<file path="src/rtl/fp_sqrt_if.sv">
// Operand and result bundle of the single-precision square-root core.
// The master drives the operand fields; the slave returns ready plus the result fields.
interface fp_sqrt_if;
   logic        i_sign;
   logic [7:0]  i_exp;
   logic [22:0] i_frac;
   logic        ready;
   logic        o_sign;
   logic [7:0]  o_exp;
   logic [22:0] o_frac;

   modport master (
      output i_sign, i_exp, i_frac,
      input  ready, o_sign, o_exp, o_frac
   );

   modport slave (
      input  i_sign, i_exp, i_frac,
      output ready, o_sign, o_exp, o_frac
   );
endinterface

</file>
<file path="src/rtl/fp_sqrt.sv">
// Multi-cycle IEEE-754 single-precision square root using a bit-serial restoring recurrence.
// Operands load while reset is high; the result appears 26 edges after release and holds until reset.
module fp_sqrt (
   input  logic     clk,
   input  logic     reset,
   fp_sqrt_if.slave io
);

   typedef enum logic [1:0] {S_LOAD, S_PREP, S_CALC, S_DONE} state_e;
   typedef enum logic [1:0] {K_NORMAL, K_ZERO, K_INF, K_NAN} kind_e;

   localparam logic [7:0]  EXP_ALL_ONES = 8'hFF;
   localparam logic [22:0] QNAN_FRAC    = 23'h400000;
   localparam logic [4:0]  LAST_ITER    = 5'd23;

   state_e      state_q, state_d;
   logic [4:0]  cnt_q, cnt_d;
   logic        op_sign_q, op_sign_d;
   logic [7:0]  op_exp_q, op_exp_d;
   logic [22:0] op_frac_q, op_frac_d;
   kind_e       kind_q, kind_d;
   logic        res_sign_q, res_sign_d;
   logic [7:0]  res_exp_q, res_exp_d;
   logic [47:0] rad_q, rad_d;
   logic [25:0] rem_q, rem_d;
   logic [23:0] root_q, root_d;
   logic        ready_q, ready_d;
   logic        o_sign_q, o_sign_d;
   logic [7:0]  o_exp_q, o_exp_d;
   logic [22:0] o_frac_q, o_frac_d;

   logic        exp_odd;
   logic [25:0] rem_shift;
   logic [25:0] trial;
   logic        take;
   logic [25:0] rem_next;
   logic [23:0] root_next;

   always_comb begin
      // NOTE: every _d starts as its _q so no branch below can leave a value unassigned and infer a latch.
      state_d    = state_q;
      cnt_d      = cnt_q;
      op_sign_d  = op_sign_q;
      op_exp_d   = op_exp_q;
      op_frac_d  = op_frac_q;
      kind_d     = kind_q;
      res_sign_d = res_sign_q;
      res_exp_d  = res_exp_q;
      rad_d      = rad_q;
      rem_d      = rem_q;
      root_d     = root_q;
      ready_d    = ready_q;
      o_sign_d   = o_sign_q;
      o_exp_d    = o_exp_q;
      o_frac_d   = o_frac_q;

      if (reset) begin
         op_sign_d = io.i_sign;
         op_exp_d  = io.i_exp;
         op_frac_d = io.i_frac;
      end

      // One restoring step: bring down two radicand bits, try subtracting 4*root+1.
      exp_odd   = op_exp_q[0];
      rem_shift = 26'({rem_q, rad_q[47:46]});
      trial     = {root_q, 2'b01};
      take      = (rem_shift >= trial);
      rem_next  = take ? (rem_shift - trial) : rem_shift;
      root_next = {root_q[22:0], take};

      case (state_q)
         S_LOAD: state_d = S_PREP;

         S_PREP: begin
            res_sign_d = 1'b0;
            if (op_exp_q == 8'd0) begin
               kind_d     = K_ZERO;
               res_sign_d = op_sign_q;
            end else if (op_exp_q == EXP_ALL_ONES && op_frac_q == 23'd0 && !op_sign_q) begin
               kind_d = K_INF;
            end else if (op_exp_q == EXP_ALL_ONES || op_sign_q) begin
               kind_d = K_NAN;
            end else begin
               kind_d = K_NORMAL;
            end
            // An odd biased exponent means an even unbiased one, so the significand is used as is.
            res_exp_d = 8'(({1'b0, op_exp_q} + (exp_odd ? 9'd127 : 9'd126)) >> 1);
            rad_d     = exp_odd ? {1'b0, 1'b1, op_frac_q, 23'd0} : {1'b1, op_frac_q, 24'd0};
            rem_d     = '0;
            root_d    = '0;
            cnt_d     = '0;
            state_d   = S_CALC;
         end

         S_CALC: begin
            rad_d  = {rad_q[45:0], 2'b00};
            rem_d  = rem_next;
            root_d = root_next;
            cnt_d  = cnt_q + 5'd1;
            if (cnt_q == LAST_ITER) begin
               state_d = S_DONE;
               ready_d = 1'b1;
               case (kind_q)
                  K_NORMAL: begin
                     o_sign_d = 1'b0;
                     o_exp_d  = res_exp_q;
                     o_frac_d = root_next[22:0];
                  end
                  K_ZERO: begin
                     o_sign_d = res_sign_q;
                     o_exp_d  = 8'd0;
                     o_frac_d = 23'd0;
                  end
                  K_INF: begin
                     o_sign_d = 1'b0;
                     o_exp_d  = EXP_ALL_ONES;
                     o_frac_d = 23'd0;
                  end
                  default: begin
                     o_sign_d = 1'b0;
                     o_exp_d  = EXP_ALL_ONES;
                     o_frac_d = QNAN_FRAC;
                  end
               endcase
            end
         end

         default: ;
      endcase
   end

   // NOTE: flops use non-blocking assignments so every register updates from pre-edge values.
   always_ff @(posedge clk) begin
      if (reset) begin
         state_q  <= S_LOAD;
         ready_q  <= 1'b0;
         o_sign_q <= 1'b0;
         o_exp_q  <= 8'd0;
         o_frac_q <= 23'd0;
      end else begin
         state_q  <= state_d;
         ready_q  <= ready_d;
         o_sign_q <= o_sign_d;
         o_exp_q  <= o_exp_d;
         o_frac_q <= o_frac_d;
      end
   end

   // NOTE: datapath registers carry no reset; PREP initialises them before any use.
   always_ff @(posedge clk) begin
      op_sign_q  <= op_sign_d;
      op_exp_q   <= op_exp_d;
      op_frac_q  <= op_frac_d;
      cnt_q      <= cnt_d;
      kind_q     <= kind_d;
      res_sign_q <= res_sign_d;
      res_exp_q  <= res_exp_d;
      rad_q      <= rad_d;
      rem_q      <= rem_d;
      root_q     <= root_d;
   end

   assign io.ready  = ready_q;
   assign io.o_sign = o_sign_q;
   assign io.o_exp  = o_exp_q;
   assign io.o_frac = o_frac_q;

endmodule

</file>
<file path="src/flat_wrapper.sv">
// flat-port wrapper written by rule: the top's interface ports become plain ports
module fp_sqrt_flat 
  (clk, reset, io_i_sign, io_i_exp, io_i_frac, io_ready, io_o_sign, io_o_exp, io_o_frac);
  fp_sqrt_if io_i ();
  input  logic clk;
  input  logic reset;
  input wire logic [$bits(io_i.i_sign)-1:0] io_i_sign;
  input wire logic [$bits(io_i.i_exp)-1:0] io_i_exp;
  input wire logic [$bits(io_i.i_frac)-1:0] io_i_frac;
  output wire logic [$bits(io_i.ready)-1:0] io_ready;
  output wire logic [$bits(io_i.o_sign)-1:0] io_o_sign;
  output wire logic [$bits(io_i.o_exp)-1:0] io_o_exp;
  output wire logic [$bits(io_i.o_frac)-1:0] io_o_frac;
  assign io_i.i_sign = io_i_sign;
  assign io_i.i_exp = io_i_exp;
  assign io_i.i_frac = io_i_frac;
  assign io_ready = io_i.ready;
  assign io_o_sign = io_i.o_sign;
  assign io_o_exp = io_i.o_exp;
  assign io_o_frac = io_i.o_frac;
  fp_sqrt u_core (.clk(clk), .reset(reset), .io(io_i));
endmodule
</file>
<file path="config.mk">
export PLATFORM = sky130hd
export DESIGN_NAME = fp_sqrt_flat
export DESIGN_NICKNAME = d
export VERILOG_FILES = /design/src/rtl/fp_sqrt_if.sv /design/src/rtl/fp_sqrt.sv /design/src/flat_wrapper.sv
export SDC_FILE = /design/constraint.sdc
export NUM_CORES = 1
export LEC_CHECK = 0
export CORE_AREA = 8 8 154 156
export CTS_CLUSTER_SIZE = 12
export DETAILED_ROUTE_END_ITERATION = 12
export DIE_AREA = 0 0 162 164
export PLACE_DENSITY_LB_ADDON = 0.25
export SLEW_MARGIN = 20
export SYNTH_ARGS = -nofsm -noshare
export SYNTH_HDL_FRONTEND = slang
export SYNTH_SLANG_ARGS = --single-unit
</file>
<file path="constraint.sdc">
create_clock -name clk -period 5.7 [get_ports clk]
set_input_delay 1.71 -clock clk [delete_from_list [all_inputs] [get_ports clk]]
set_output_delay 1.71 -clock clk [all_outputs]
set_load 0.1 [all_outputs]
</file>
==> results of run 1 <==
path summary, 6_finish.rpt:
path                          endpoint  slack (ps)  cells past startpoint
hold / removal    u_core.io.o_frac[18]         450                      2
setup reg to reg      u_core.rem_q[21]        2170                      9
hold reg to reg   u_core.io.o_frac[18]         450                      2
setup / recovery           io_o_exp[5]        2070                      1
worst min-delay path, stage by stage, from the launching register on:
cell and delay [ps]:
sky130_fd_sc_hd__dfxtp_1 310, sky130_fd_sc_hd__nand2_1 50, sky130_fd_sc_hd__a21oi_1 50
logic make-up after synthesis:
logic type,share of synthesized area
muxes,0.02788
AOI/OAI and AO/OA,0.1418
xor gates and xnor gates,0.02329
buffers and inverters,0.04357
DFF,0.5488
adders and majority gates,0.05703
and+or+nand+nor,0.1576
cells in the final DEF (no fill, tap or decap), types with 3 or more instances in the layout:
master / netlist / routed
sky130_fd_sc_hd__a211oi_1: 16 / 16
sky130_fd_sc_hd__a21o_1: 8 / 8
sky130_fd_sc_hd__a21oi_1: 63 / 63
sky130_fd_sc_hd__and2_1: 6 / 6
sky130_fd_sc_hd__and3_1: 5 / 5
sky130_fd_sc_hd__buf_4: 4 / 9
sky130_fd_sc_hd__clkbuf_16: 0 / 17
sky130_fd_sc_hd__clkdlybuf4s50_1: 0 / 65
sky130_fd_sc_hd__clkinv_2: 0 / 3
sky130_fd_sc_hd__dfxtp_1: 35 / 35
sky130_fd_sc_hd__edfxtp_1: 121 / 121
sky130_fd_sc_hd__ha_1: 36 / 36
sky130_fd_sc_hd__inv_1: 40 / 38
sky130_fd_sc_hd__inv_6: 0 / 5
sky130_fd_sc_hd__mux2i_1: 22 / 22
sky130_fd_sc_hd__nand2_1: 74 / 74
sky130_fd_sc_hd__nand3_1: 46 / 46
sky130_fd_sc_hd__nand4_1: 7 / 7
sky130_fd_sc_hd__nor2_1: 70 / 70
sky130_fd_sc_hd__nor2b_1: 6 / 6
sky130_fd_sc_hd__nor3_1: 16 / 16
sky130_fd_sc_hd__nor3b_1: 3 / 3
sky130_fd_sc_hd__nor4_1: 11 / 11
sky130_fd_sc_hd__o211a_1: 5 / 5
sky130_fd_sc_hd__o211ai_1: 3 / 3
sky130_fd_sc_hd__o21a_1: 5 / 5
sky130_fd_sc_hd__o21ai_0: 52 / 51
sky130_fd_sc_hd__o21bai_1: 3 / 3
sky130_fd_sc_hd__o22ai_1: 4 / 4
sky130_fd_sc_hd__o31ai_1: 3 / 3
sky130_fd_sc_hd__xnor2_1: 12 / 12
sky130_fd_sc_hd__xor2_1: 9 / 9
flip-flops by register name (all words and copies together), names as in the netlist:
signal             flops
u_core.rad_q          25
u_core.rem_q          24
u_core.root_q         24
u_core.io.o_frac      23
u_core.op_frac_q      23
u_core.io.o_exp        8
u_core.op_exp_q        8
u_core.res_exp_q       8
u_core.cnt_q           5
u_core.kind_q          2
u_core.state_q         2
u_core.io.o_sign       1
u_core.io.ready        1
u_core.op_sign_q       1
u_core.res_sign_q      1
per-stage QoR:
step | power [mW] | instances | cell area, µm² | worst slack [ps]
2_1_floorplan | 3.998 | 762 | 7898 | 2983
3_3_place_gp | 4.596 | 1071 | 8773 | 2281
3_5_place_dp | 4.597 | 1071 | 8773 | 2217
4_1_cts | 5.720 | 1103 | 9335 | 2041
5_1_grt | 6.145 | 1103 | 9338 | 1959
6_report | 5.682 | 1103 | 9338 | 2072
power breakdown:
part	total (mW)	switching (mW)	internal (mW)
sequential	1.90	0.161	1.73
combinational	2.69	1.76	0.931
clock	1.09	0.483	0.609
layout make-up:
type	count	area [µm²]	area share
Tap cell	280	350.3	0.03752
Clock inverter	14	132.6	0.01420
Timing Repair Buffer	74	718.2	0.07691
Clock buffer	18	429.2	0.04596
Multi-Input combinational cell	521	3223	0.3452
Sequential cell	156	4334	0.4642
Inverter	40	150.1	0.01608
per-layer routing:
layer	up-vias	global-route usage	part of all wire
met5	-	0	0
met4	0	0.03998	0.0089
met3	13	0.03534	0.040
met2	111	0.2375	0.50
met1	2665	0.1719	0.46
li1	2883	-	-
==> results.toml, run 1 <==
[floorplan]
ios = 67
die_width_um = 162
die-height_um = 164
num_rows = 54
start_util = 0.3699
floorplan.die_area_um2 = 26570
core_region_area_um2 = 21350

[timing]
timing.fmax_ghz = 0.2757
maxSlewHeadroom = 0.3282
max_slew.worst_pin.slew_ps = 1005
whs_ps = 449.7
report.final.hold_viol_count = 0
rsz_0062_raised_after_global_routing = "false"
min_period_over_period = 0.6364
setup_viol = 0
final_max_slew_viol_count = 0
worst_clk_skew_ps = 10.18
setup-tns-final_ps = 0
post-route-min-period_ps = 3628

[critical_path]
timing.critical_path.max_delay_family = "buffers and inverters"
path_cells = "clkdlybuf4s50_1"
critPathRequiredTime_ps = 3990
timing.critical_path.slowest_cell_delay_ps = 1140
timing.critical_path.buf_inv = 1
setup.worst_path.start = "u_core.io.o_exp[5]"
worst_path_max_delay_cell = "sky130_fd_sc_hd__clkdlybuf4s50_1"
timing.critical_path.arrival_ps = 1920
critical_setup_path_kind = "reg2out"
critPathCaptureType = "output pin"
timing.rr.start = "u_core.root_q[0]"
worstSetupStartpointType = "flip-flop"
max_fanout_on_critical_path = 2

[synthesis]
syn-mean-instance-area_um2 = 10.36
netlist.area_leader.share = 0.4601
ys_async_sr_fraction = 0
synth.lib_cells_used.distinct = 58
seq_area_frac_synth = 0.5488
post_synth_instance_area_um2 = 7898
post-synth-top-area-cell = "sky130_fd_sc_hd__edfxtp_1"
dominantRegCellSynth = "sky130_fd_sc_hd__edfxtp_1"
ys_warn_count = 0
ys_seq_elements = 156
synthesis.instances = 762
yosys-top-cells-count = "sky130_fd_sc_hd__edfxtp_1, sky130_fd_sc_hd__nand2_1, sky130_fd_sc_hd__nor2_1, sky130_fd_sc_hd__a21oi_1, sky130_fd_sc_hd__o21ai_0"
synthMostInstantiatedCell = "sky130_fd_sc_hd__edfxtp_1"
synth_enable_flop_cells = 121
synth_area_leaders = "sky130_fd_sc_hd__edfxtp_1, sky130_fd_sc_hd__dfxtp_1, sky130_fd_sc_hd__ha_1, sky130_fd_sc_hd__a21oi_1, sky130_fd_sc_hd__nand2_1"
synth.net_count = 832

[placement]
place.detailed.hpwl_um = 11790
routabilityCongestion = 0.8306
buffer_ports.inserted = 66

[worst_hold_path]
min_path_type = "reg2reg"
hold_path.startpoint = "u_core.io.o_frac[18]"

[clock_tree]
cts_tree = "yes"
cts_hold_buf = 0
clock_sinks = 156
clockBufferDepth = 2
post_cts_resized = 0
clk-insertion-delay-late_ps = 430
cts-buffers-inserted = 17
cts-htree-levels = 4
post_cts_setup_inserts = 0
clock_tree.root_cell = "sky130_fd_sc_hd__clkbuf_16"
cts.clk_slew.worst_paths_ps = 60

[finish]
layout_cells_sized_above_1 = 0.06075
antenna_cells_inserted = 0
filler_cells_inserted = 2106
final_layout_net_count = 880
synthToLayoutAreaGrowth_pct = 18.24
final_core_util = 0.4374

[global_routing]
grt_overflow_total = 0
first_pass_grt_wire_length_um = 29860
antenna_found_initial = 0
grt_start_max_net_pins = 57
grt.total_usage = 0.1394
first_global_vias = 5795

[drt]
routed_wire_length_per_instance_um = 15.84
wire_length_reported_by_the_detailed_router_um = 17470
drtIter0Drc = 410
post-route-drc-count = 0
drtPass1Iterations = 4
vias = 5672
drtAntennaViolNets = 0
drt-vias-per-instance = 5.142

[power]
power.density_cell_area_nw_per_um2 = 608.5
peak_vdd_ir_uv = 430.4
p_leak_nw = 3.374

[outcome]
status = "complete, no violations"

[run]
drv.max_cap_violation_count = 0
(Power assumes the default switching activity.)
==> run 2: changes to the inputs <==
- clock period: 5.7 -> 3.5 ns (I/O delays scaled with it)
==> results.toml, run 2 (synthesized netlist as in run 1, its figures left out) <==
[outcome]
status = "complete, no violations"

[critical_path]
critPathCaptureType = "flip-flop"
max_fanout_on_critical_path = 13
worstSetupStartpointType = "flip-flop"
timing.critical_path.max_delay_family = "compound AO/OA/AOI/OAI gates"
timing.critical_path.arrival_ps = 3490
worst_path_max_delay_cell = "sky130_fd_sc_hd__and4b_1"
timing.critical_path.slowest_cell_delay_ps = 630
timing.critical_path.buf_inv = 0
critical_setup_path_kind = "reg2reg"
path_cells = "ha_1, nor2b_1, o31a_1, o31ai_2, a2111oi_2, and4b_1, nor2_1, o211a_1"
critPathRequiredTime_ps = 3690

[drt]
post-route-drc-count = 0
routed_wire_length_per_instance_um = 15.88
drtPass1Iterations = 5
drtAntennaViolNets = 0
drtIter0Drc = 484
drt-vias-per-instance = 5.202
wire_length_reported_by_the_detailed_router_um = 17650
vias = 5785

[global_routing]
first_global_vias = 5772
first_pass_grt_wire_length_um = 29440
grt.total_usage = 0.1385
grt_start_max_net_pins = 51
grt_overflow_total = 0
antenna_found_initial = 0

[clock_tree]
post_cts_setup_inserts = 0
cts-htree-levels = 4
cts_hold_buf = 0
clockBufferDepth = 2
clock_tree.root_cell = "sky130_fd_sc_hd__clkbuf_16"
clock_sinks = 156
cts.clk_slew.worst_paths_ps = 70
post_cts_resized = 0
cts_tree = "yes"
cts-buffers-inserted = 17
clk-insertion-delay-late_ps = 430

[finish]
largest_reg_by_ff_count = "u_core.rad_q"
antenna_cells_inserted = 0
regArea_um2 = 4334
reg_top3 = "u_core.rad_q x25, u_core.rem_q x24, u_core.root_q x24"
final_layout_net_count = 889
filler_cells_inserted = 2024
layout_common_cells = "sky130_fd_sc_hd__edfxtp_1, sky130_fd_sc_hd__nand2_1, sky130_fd_sc_hd__nor2_1"
final_cell_area_um2 = 9442
layout_cells_excl_fill = 1112
area_used_by_multi_input_combinational_logic_um2 = 3219
largest_register_ffs = 25
synthToLayoutAreaGrowth_pct = 19.55
layout_cells_sized_above_1 = 0.1082
mostFrequentLayoutCell = "sky130_fd_sc_hd__edfxtp_1"

[power]
power.density_cell_area_nw_per_um2 = 1028
p_leak_nw = 3.542
peak_vdd_ir_uv = 538.7

[floorplan]
ios = 67
start_util = 0.3699
die_width_um = 162
num_rows = 54
floorplan.die_area_um2 = 26570
die-height_um = 164
core_region_area_um2 = 21350

[placement]
number_of_cells_after_detailed_placement = 1080
place.detailed.hpwl_um = 12100
dpl_cell_area_um2 = 8780
buffer_ports.inserted = 66
routabilityCongestion = 0.8703

[timing]
whs_ps = 451.3
post-route-min-period_ps = 3303
report.final.hold_viol_count = 0
timing.fmax_ghz = 0.3028
setup-tns-final_ps = 0
rsz_0062_raised_after_global_routing = "false"
final_max_slew_viol_count = 0
maxSlewHeadroom = 0.5503
worst_clk_skew_ps = 9.173
min_period_over_period = 0.9436
max_slew.worst_pin.slew_ps = 672.9
setup_viol = 0

[worst_hold_path]
min_path_type = "reg2reg"

[run]
drv.max_cap_violation_count = 0
run 2: changes by cell type in the layout (fill, tap and decap cells not counted), moves of 2 or more:
cell | before | now
sky130_fd_sc_hd__buf_12 | 0 | 2
sky130_fd_sc_hd__buf_4 | 9 | 48
sky130_fd_sc_hd__clkbuf_16 | 17 | 21
sky130_fd_sc_hd__clkdlybuf4s50_1 | 65 | 32
sky130_fd_sc_hd__clkinv_2 | 3 | 0
sky130_fd_sc_hd__clkinvlp_4 | 2 | 0
run 2: stage by stage:
stage          setup slack [ps]  power, mW  utilization
5_1_grt                   9.157      10.42       0.4422
6_report                  197.3      9.703       0.4422
4_1_cts                   189.1      9.753       0.4422
3_3_place_gp              294.8      7.639       0.4112
3_5_place_dp              194.4      7.670       0.4112
2_1_floorplan             783.5      6.511            -
run 2: final timing paths:
path / start / slack, ps / cells past startpoint / end
max: u_core.rem_q[0] / 200 / 8 / u_core.rem_q[21]
max reg2reg: u_core.rem_q[0] / 200 / 8 / u_core.rem_q[21]
min: u_core.io.o_frac[13] / 450 / 2 / u_core.io.o_frac[13]
min reg2reg: u_core.io.o_frac[13] / 450 / 2 / u_core.io.o_frac[13]
run 2: power breakdown:
group	internal [mW]	total [mW]	switching, mW	leakage [nW]
Combinational	1.65	4.58	2.92	1.74
Sequential	2.82	3.09	0.266	1.48
Clock	1.24	2.04	0.799	0.326
run 2: layout make-up:
cell class	count	area share
Clock inverter	10	0.01405
Multi-Input combinational cell	521	0.3410
Clock buffer	22	0.05606
Inverter	40	0.01590
Timing Repair Buffer	83	0.07686
Sequential cell	156	0.4591
Tap cell	280	0.03711
run 2: layer usage:
layer  global-route usage  vias to the layer above  wire, µm
met5                    0                        -         0
met4              0.05303                        0       259
met3              0.03033                       16       720
met2               0.2355                      118      8603
met1               0.1694                     2758      8069
li1                     -                     2893         -
run 2: worst reg2reg max path: cells and delay by family, from the launching register on:
family / cells / cell delay (ps)
AOI/OAI and AO/OA: 4 / 1230
adders and majority gates: 1 / 360
DFF: 1 / 400
and+or+nand+nor: 3 / 1090
==> run 3: changes to the inputs <==
- CELL_PAD_IN_SITES_DETAIL_PLACEMENT: not set -> 1
- CELL_PAD_IN_SITES_GLOBAL_PLACEMENT: not set -> 2
==> results.toml, run 3 (synthesized netlist as in run 1, its figures left out) <==
[critical_path]
crit-reg2reg-capture = "u_core.rem_q[1]"
worst-path-stages = 8
timing.critical_path.slowest_cell_delay_ps = 610
timing.rr.start = "u_core.rem_q[7]"
timing.critical_path.arrival_ps = 3430
setup.reg_to_reg.worst_slack_ps = 200
worstSetupStartpointType = "flip-flop"
timing.critical_path.max_delay_family = "simple AND/OR/NAND/NOR gates"
max_fanout_on_critical_path = 7
path_cells = "ha_1, nand2_4, nor4_4, o31ai_2, a2111oi_2, and4b_1, nor2_1, a211oi_1"
critPathCaptureType = "flip-flop"
timing.critical_path.buf_inv = 0
worst_path_max_delay_cell = "sky130_fd_sc_hd__nor2_1"
depth_of_the_worst_register_to_register_path = 8
critical_setup_path_kind = "reg2reg"
critPathRequiredTime_ps = 3630

[placement]
buffer_ports.inserted = 66
routabilityCongestion = 0.8447
place.detailed.hpwl_um = 14370
preCtsSetupSlack_ps = 256.4

[timing]
post-route-min-period_ps = 3297
timing.fmax_ghz = 0.3033
max_slew.worst_pin.slew_ps = 863.7
setup_viol = 0
final_max_slew_viol_count = 0
worst_clk_skew_ps = 19.03
report.final.hold_viol_count = 0
rsz_0062_raised_after_global_routing = "false"
final_critical_path_setup_slack_ps = 202.9
min_period_over_period = 0.9420
setup-tns-final_ps = 0
maxSlewHeadroom = 0.4242

[clock_tree]
clock_tree.root_cell = "sky130_fd_sc_hd__clkbuf_16"
clk-insertion-delay-late_ps = 430
cts_hold_buf = 0
post_cts_setup_inserts = 0
clockBufferDepth = 2
clock_sinks = 156
cts.clk_slew.worst_paths_ps = 70
cts_tree = "yes"
cts-htree-levels = 4
post_cts_resized = 0
cts-buffers-inserted = 17

[global_routing]
grt.total_usage = 0.1553
grt_overflow_total = 0
first_pass_grt_wire_length_um = 33210
first_global_vias = 6420
grt_start_max_net_pins = 68
antenna_found_initial = 0

[floorplan]
ios = 67
num_rows = 54
die-height_um = 164
core_region_area_um2 = 21350
start_util = 0.3699
floorplan.die_area_um2 = 26570
die_width_um = 162

[drt]
vias = 5859
drtIter0Drc = 302
post-route-drc-count = 0
drtAntennaViolNets = 0
wire_length_reported_by_the_detailed_router_um = 19880
drtPass1Iterations = 4
routed_wire_length_per_instance_um = 17.86
drt-vias-per-instance = 5.264

[power]
p_leak_nw = 3.487
power.density_cell_area_nw_per_um2 = 1031
peak_vdd_ir_uv = 428.3
post-layout-total-power_mw = 9.642

[finish]
regArea_um2 = 4334
antenna_cells_inserted = 0
largest_reg_by_ff_count = "u_core.rad_q"
layout_cells_sized_above_1 = 0.1068
mostFrequentLayoutCell = "sky130_fd_sc_hd__edfxtp_1"
final_layout_net_count = 890
reg_top3 = "u_core.rad_q x25, u_core.rem_q x24, u_core.root_q x24"
largest_register_ffs = 25
synthToLayoutAreaGrowth_pct = 18.46
filler_cells_inserted = 2383
area_used_by_multi_input_combinational_logic_um2 = 3223
layout_common_cells = "sky130_fd_sc_hd__edfxtp_1, sky130_fd_sc_hd__nand2_1, sky130_fd_sc_hd__nor2_1"

[worst_hold_path]
worst_hold_path.num_cells = 2
min_to = "u_core.io.o_frac[4]"
hold_path.startpoint = "u_core.io.o_frac[4]"
min_path_type = "reg2reg"

[outcome]
status = "complete, no violations"

[run]
drv.max_cap_violation_count = 0
## run 3: changes by cell type in the layout (fill, tap and decap cells not counted), moves of 2 or more
cell | before | now
sky130_fd_sc_hd__clkbuf_1 | 1 | 3
sky130_fd_sc_hd__clkbuf_16 | 21 | 17
sky130_fd_sc_hd__clkinvlp_4 | 0 | 4
sky130_fd_sc_hd__inv_6 | 6 | 2
## run 3: how the worst max path moves through the flow
stage	start	to	slack, ps
floorplan	u_core.rem_q[7]	u_core.rem_q[12]	780
finish	u_core.rem_q[7]	u_core.rem_q[1]	200
detailed placement	u_core.rem_q[7]	u_core.rem_q[1]	260
CTS	u_core.rem_q[7]	u_core.rem_q[1]	210
global placement	u_core.root_q[7]	u_core.rem_q[13]	370
global route	u_core.rem_q[7]	u_core.rem_q[1]	50
## run 3: layer usage
metal	routed length, µm	GRT usage
met5	0	0
met4	223	0.05093
met3	569	0.02882
met2	10210	0.2792
met1	8879	0.1840
## run 3: through the flow
stage               cells  area (µm²)  hold WS, ps    util
finish               1113        9355        452.5  0.4382
detailed placement   1081        8803        449.1  0.4123
floorplan             762        7898        500.0       -
global placement     1081        8803        439.8  0.4123
CTS                  1113        9355        456.9  0.4382
global route         1113        9355        480.8  0.4382
## run 3: tightest hold or removal path: cells and delay by family (launching register included)
family           cells  cell delay (ps)
AND/OR/NAND/NOR      1               50
flip-flops           1              310
AO/OA/AOI/OAI        1               50
## run 3: report_power, final
group,internal [mW],switching [mW],leakage [nW]
combinational,1.68,3.10,1.75
sequential,2.82,0.285,1.48
clock,0.986,0.774,0.257
total,5.49,4.15,3.49
## run 3: cell type report
type,instances,area share
clock inverters,12,0.01230
flip-flops and latches,156,0.4633
repair buffers,84,0.07971
multi-input cells,521,0.3445
clock buffers,20,0.04668
well taps,280,0.03745
inverters,40,0.01605
